$ cat src/rtl/reflet_boot_pkg.sv
// reflet_boot_pkg: shared boot-loader state encoding, default image geometry and header magic
package reflet_boot_pkg;
  typedef enum logic [2:0] {IDLE, CHECK, COPY, DONE, ERROR} state_t;
  localparam int DEF_HDR_LEN = 4;
  localparam int DEF_COPY_LEN = 60;
  localparam logic [7:0] MAGIC0 = 8'h41;
  localparam logic [7:0] MAGIC1 = 8'h53;
  localparam logic [7:0] MAGIC2 = 8'h52;
  localparam logic [7:0] MAGIC3 = 8'h4D;
  function automatic logic [7:0] magic_byte(input int i);
    return i == 0 ? MAGIC0 : i == 1 ? MAGIC1 : i == 2 ? MAGIC2 : MAGIC3;
  endfunction
endpackage

$ cat src/rtl/rom_boot_loader.sv
// rom_boot_loader: checks the "ASRM" header of a boot ROM and copies its payload into program RAM
// Ports: clk/reset (async active-low); rom_addr/rom_en/rom_data ROM read side (data one cycle late);
// ram_addr/ram_data/ram_we RAM write side; reload restarts from DONE/ERROR;
// cpu_rst_n releases the CPU once done; done/error report the load result.
module rom_boot_loader
  import reflet_boot_pkg::*;
#(
  parameter int ROM_AW = 6,
  parameter int RAM_AW = 8,
  parameter int HDR_LEN = DEF_HDR_LEN,
  parameter int COPY_LEN = DEF_COPY_LEN
) (
  input  logic              clk,
  input  logic              reset,
  output logic [ROM_AW-1:0] rom_addr,
  output logic              rom_en,
  input  logic [7:0]        rom_data,
  output logic [RAM_AW-1:0] ram_addr,
  output logic [7:0]        ram_data,
  output logic              ram_we,
  input  logic              reload,
  output logic              cpu_rst_n,
  output logic              done,
  output logic              error
);
  localparam int N = HDR_LEN + COPY_LEN;
  localparam int CW = $clog2(N + 1);
  state_t st, st_nxt;
  logic [CW-1:0] cnt, idx;
  logic busy;
  // cnt is the address being presented; idx is the byte whose data arrives this cycle
  assign idx = cnt - CW'(1);
  always_ff @(posedge clk or negedge reset)
    if (!reset) begin
      st <= IDLE;
      cnt <= '0;
    end else begin
      st <= st_nxt;
      cnt <= (busy && (st_nxt == CHECK || st_nxt == COPY)) ? cnt + CW'(1) : '0;
    end
  always_comb begin
    st_nxt = st;
    case (st)
      IDLE: st_nxt = CHECK;
      CHECK:
        if (cnt != '0 && rom_data != magic_byte(int'(idx))) st_nxt = ERROR;
        else if (cnt == CW'(HDR_LEN)) st_nxt = COPY;
      COPY: if (cnt == CW'(N)) st_nxt = DONE;
      default: if (reload) st_nxt = CHECK;
    endcase
  end
  always_comb begin
    busy = st == CHECK || st == COPY;
    rom_en = busy;
    // the final busy cycle only waits for the last byte, so the address holds rather than wrapping
    rom_addr = busy ? (cnt < CW'(N) ? ROM_AW'(cnt) : ROM_AW'(N - 1)) : '0;
    ram_we = st == COPY;
    ram_addr = ram_we ? RAM_AW'(idx - CW'(HDR_LEN)) : '0;
    ram_data = ram_we ? rom_data : '0;
    done = st == DONE;
    cpu_rst_n = st == DONE;
    error = st == ERROR;
  end
endmodule

$ cat config.mk
export PLATFORM = sky130hd
export DESIGN_NAME = rom_boot_loader
export DESIGN_NICKNAME = d
export VERILOG_FILES = /design/src/rtl/reflet_boot_pkg.sv /design/src/rtl/rom_boot_loader.sv
export SDC_FILE = /design/constraint.sdc
export NUM_CORES = 1
export LEC_CHECK = 0
export CORE_MARGIN = 4
export CORE_UTILIZATION = 49
export DETAILED_ROUTE_END_ITERATION = 16
export GPL_ROUTABILITY_DRIVEN = 0
export GPL_TIMING_DRIVEN = 0
export PLACE_DENSITY_LB_ADDON = 0.25
export SETUP_SLACK_MARGIN = 0.2
export SLEW_MARGIN = 25
export SYNTH_ARGS = -nofsm -noshare
export SYNTH_HDL_FRONTEND = slang
export SYNTH_SLANG_ARGS = --single-unit
$ cat constraint.sdc
create_clock -name clk -period 4.2 [get_ports clk]
set_input_delay 0.84 -clock clk [delete_from_list [all_inputs] [get_ports clk]]
set_output_delay 0.84 -clock clk [all_outputs]
set_load 0.02 [all_outputs]
Yosys cells after proc, flatten, opt, wreduce, memory -nomap -nowiden
Index checks and enable logic that the tools add are counted.
{ "op_classes": {"add_sub_neg": 3, "order_cmp": 1, "eq_ne": 11, "muxes": 13, "n_reduce_logical": 7} }
{ "ops": {"columns": ["op", "count"], "rows": [
  ["$mux W8", 2],
  ["$mux W5", 3],
  ["$eq A7 B3 Y1 const B", 2],
  ["$mux W3", 4],
  ["$mux W6", 2],
  ["$eq A3 B2 Y1 const B", 3],
  ["$pmux W3 S3", 1],
  ["$ne A8 B7 Y1", 1],
  ["$sub A7 B3 Y8 const B", 1],
  ["$add A7 B1 Y7 const B", 1],
  ["$eq A7 B2 Y1 const B", 1],
  ["$eq A7 B7 Y1 const B", 1],
  ["$logic_not A7 Y1", 1],
  ["$lt A7 B7 Y1 const B", 1],
  ["$mux W7", 1],
  ["$reduce_bool A7 Y1", 1],
  ["$sub A7 B1 Y7 const B", 1],
  ["$eq A3 B1 Y1 const B", 2],
  ["$eq A3 B3 Y1 const B", 1],
  ["$logic_not A3 Y1", 1],
  ["$logic_and A1 B1 Y1", 2],
  ["$logic_or A1 B1 Y1", 2]
]} }
{ "totals": {"ff_bits": 10, "in_bits": 11, "out_inout_bits": 27, "word_cells": 37} }

Longest topological paths before layout
{ "depth": {"ltp_word": 13, "mapped_depth": 9, "depth_no_buf": 9} }

Worst setup path after synthesis
Ideal clock, no wire load.
{ "synth_path": {"kind": "reg-to-output", "from": "reg cnt[0]", "to": "out ram_addr[6]", "t_arrival_ns": 1.835, "required_ns": 3.360, "setup_slack_ns": 1.525, "stages_incl_launch_ff": 8, "n_path_buf": 0, "cell_sequence": "dfrtp_1 -> inv_1 -> ha_1 -> inv_1 -> a221oi_2 -> nand3_1 -> xnor2_1 -> nor2_1"} }
{ "synth_via": {"elab_chain_cells": 3} }
{ "synth_rtl": {"columns": ["item", "line", "rtl"], "rows": [
  ["start: declaration", "rom_boot_loader.sv:29", "logic [CW-1:0] cnt, idx;"],
  ["start signal: assignment", "rom_boot_loader.sv:39", "cnt <= (busy && (st_nxt == CHECK || st_nxt == COPY)) ? cnt + CW'(1) : '0;"],
  ["$sub A7 B1 Y7", "rom_boot_loader.sv:32", "assign idx = cnt - CW'(1);"],
  ["$sub A7 B3 Y8", "rom_boot_loader.sv:58", "ram_addr = ram_we ? RAM_AW'(idx - CW'(HDR_LEN)) : '0;"],
  ["$mux W8", "rom_boot_loader.sv:58", null],
  ["end: declaration", "rom_boot_loader.sv:18", "output logic [RAM_AW-1:0] ram_addr,"]
]} }
Every way passes these cells.

Final worst setup path
Ends and elaborated chain as after synthesis.

==> flow_summary_export.csv <==
group,metric,value,unit
outcome,status,"completed",
pwr,comb_power_share,64.8,%
sta,max_slew_margin,65.3,%
logic_synthesis,synthesis.nets,158,
pwr,p_per_area,408,mW/mm^2
pwr,power_leakage,0.683,nW
logic_synthesis,avgSynthCellArea,8.30,um^2
worst_setup_path,timing.critical_path.from,"cnt[0]$_DFF_PN0_",
global_route,grtUsageTotal,19.7,%
logic_synthesis,netlist_instances,139,
worst_hold_path,hold-path-endpoint,"st[1]$_DFF_PN0_",
pwr,p_int,0.000346,W
cts,cts-root-buf,"clkbuf_4",
logic_synthesis,synth_edf_count,0,
cts,cts.repair_timing.setup_buffer_count,0,
worst_setup_path,endpoint_kind,"output pin",
logic_synthesis,yosysUniqueCellTypes,44,
finish,area_growth,38.3,%
drt,drt_iter0_markers,20,
placement,dpl.hpwl,2.41,mm
worst_hold_path,hold_path.class,"flop to flop",
pwr,power_frac_clock,13.2,%
logic_synthesis,synth_area,0.00115,mm^2
cts,cts.hold.buffers_added,0,
drt,finalWirelength,3.01,mm
sta,grt_setup_unrepaired,"false",
logic_synthesis,ys.flop_type,"dfrtp_1",
global_route,antenna_found_initial,0,
finish,fillers,193,
finish,antennaDiodeCount,0,
placement,place_inst,204,
sta,finalSetupTns,0,ps
sta,period_minus_slack,3620,ps
worst_setup_path,worstPathRequired,3360,ps
finish,mostFrequentLayoutCells,"clkdlybuf4s50_1 (37), nor2_1 (23), inv_1 (10), and2_1 (10), dfrtp_1 (10)",
worst_setup_path,critPathArrivalTime,2780,ps
drt,dr.pass1.iters,4,
cts,clockBufferDepth,2,
worst_setup_path,criticalPathCategory,"flop to output pin",
pwr,switchingPower,0.000305,W
placement,portBuffers,37,
pwr,peakVddDrop,0.313,mV
flow_run,drv_cap,0,
floorplanning,start_util,51.7,%
floorplanning,io-pin-count,38,
logic_synthesis,ys_warn_count,0,
cts,cts_made_buffers,3,
cts,cts_htree_levels,1,
worst_hold_path,min_from,"st[1]$_DFF_PN0_",
finish,instances_no_fill,208,
finish,seq_area,250,um^2
sta,clock_skew,0.809,ps
cts,clock_sinks,10,
global_route,grt_max_degree,11,
worst_setup_path,r2r_end,"st[1]$_DFF_PN0_",
sta,setup_viol,0,
sta,min_period_over_period,86.1,%
drt,ant_nets,0,
pwr,swShare,46.8,%
drt,drc,0,
worst_hold_path,min_path_cells,2,
floorplanning,die_h,56.5,um
floorplanning,die_w,56.5,um
finish,final_common_cell,"clkdlybuf4s50_1",
logic_synthesis,ys_seq_elements,10,
global_route,grt_pass1_wl,5.05,mm
finish,multi_input_area,817,um^2
drt,viasPerCell,5.74,
floorplanning,num_rows,17,
worst_setup_path,reg2reg_slack,1550,ps
finish,layout.nets,200,
floorplanning,core,0.00223,mm^2
finish,drive_above_1_share,11.1,%
pwr,seq_power_share,22.0,%
drt,routedWlPerCell,14.5,um
sta,slew_viol_final,0,
cts,clkTransAtPathRegs,60,ps
cts,cts_tree,"yes",
logic_synthesis,async_flop_share,100,%
worst_setup_path,crit_fanout,9,
cts,clock_latency,270,ps
logic_synthesis,yosysSeqAreaShare,21.7,%
worst_setup_path,r2r_cells,8,
sta,tightest_slew,513,ps
cts,cts.repair.resized,0,
worst_setup_path,start_kind,"flop",
global_route,grt_remaining_overflow,0,
global_route,grt_pass1_vias,1152,
drt,num_vias,1193,
floorplanning,die_area,0.00319,mm^2
sta,hold_viol_final,0,
sta,fmax,276,MHz
worst_setup_path,r2r_start,"cnt[0]$_DFF_PN0_",
synthesized netlist by cell type, types with 2 or more instances:
cell	n	area [um^2]
nor2_1	23	86.3
and2_1	10	62.6
dfrtp_1	10	250
inv_1	10	37.5
a21oi_1	8	40.0
ha_1	8	100
xnor2_1	7	61.3
nand2_1	5	18.8
xor2_1	5	43.8
a211oi_1	4	30.0
clkbuf_1	4	15.0
nand3_1	4	20.0
nor3b_1	4	30.0
buf_2	3	15.0
nand2b_1	2	12.5
nand4_1	2	12.5
nor3_1	2	10.0
o21a_1	2	15.0
power groups by stage:
stage                     combinational, W   clock, W  sequential [W]
after floorplan                   0.000307          0        0.000135
after global placement            0.000400          0        0.000141
after detailed placement          0.000418          0        0.000143
after CTS                         0.000422  0.0000884        0.000141
after global routing              0.000463  0.0000952        0.000145
final                             0.000421  0.0000860        0.000143
logic make-up (layout without fill, tap and decap cells):
logic type	Yosys count	count (layout)	share of synthesized area (%)
AOI/OAI and AO/OA	27	27	20.4
DFF	10	10	21.7
buffers and inverters	19	60	7.48
xor gates and xnor gates	12	12	9.11
adders and majority gates	8	8	8.68
and+or+nand+nor	63	63	32.6
worst max-delay path by stage:
stage / endpoint / slack [ps]
after floorplan: ram_addr[6] / 1520
after global placement: ram_addr[6] / 940
after detailed placement: ram_addr[6] / 890
after CTS: ram_addr[6] / 600
after global routing: ram_addr[4] / 450
final: ram_addr[6] / 580
state kept, by name, indices dropped and copies added, names as in the netlist:
name / flops
cnt: 7
st: 3
per-layer routing:
layer | routed length, um | part of all wire (%) | GRT usage [%] | vias up
met5 | 0 | 0 | 0 | -
met4 | 76 | 2.5 | 9.83 | 0
met3 | 248 | 8.2 | 3.22 | 9
met2 | 1450 | 48 | 35.5 | 66
met1 | 1230 | 41 | 22.0 | 546
li1 | - | - | - | 572
final cells by class:
class	instances	share of cell area [%]
Buffer	9	3.06
Clock buffer	4	2.27
Inverter	10	2.35
Multi-Input combinational cell	110	51.2
Sequential cell	10	15.7
Tap cell	28	2.20
Timing Repair Buffer	37	23.2
worst max-delay path: stages, from the launching register on:
cell	delay, ps
dfrtp_1	500
inv_1	180
ha_1	310
inv_1	100
a221oi_2	430
nand3_1	150
xnor2_1	140
nor2_1	80
clkdlybuf4s50_1	610
stage by stage:
| step | total power [W] | cell area [um^2] | hold slack [ps] | worst slack [ps] | util [%] |
|---|---|---|---|---|---|
| after global routing | 0.000703 | 1600 | 659 | 450 | 71.4 |
| after floorplan | 0.000442 | 1150 | 504 | 1520 | - |
| final | 0.000650 | 1600 | 637 | 583 | 71.4 |
| after global placement | 0.000540 | 1560 | 552 | 936 | 69.8 |
| after detailed placement | 0.000561 | 1560 | 607 | 888 | 69.8 |
| after CTS | 0.000652 | 1600 | 627 | 595 | 71.4 |
Power figures use the tool's default switching activity.
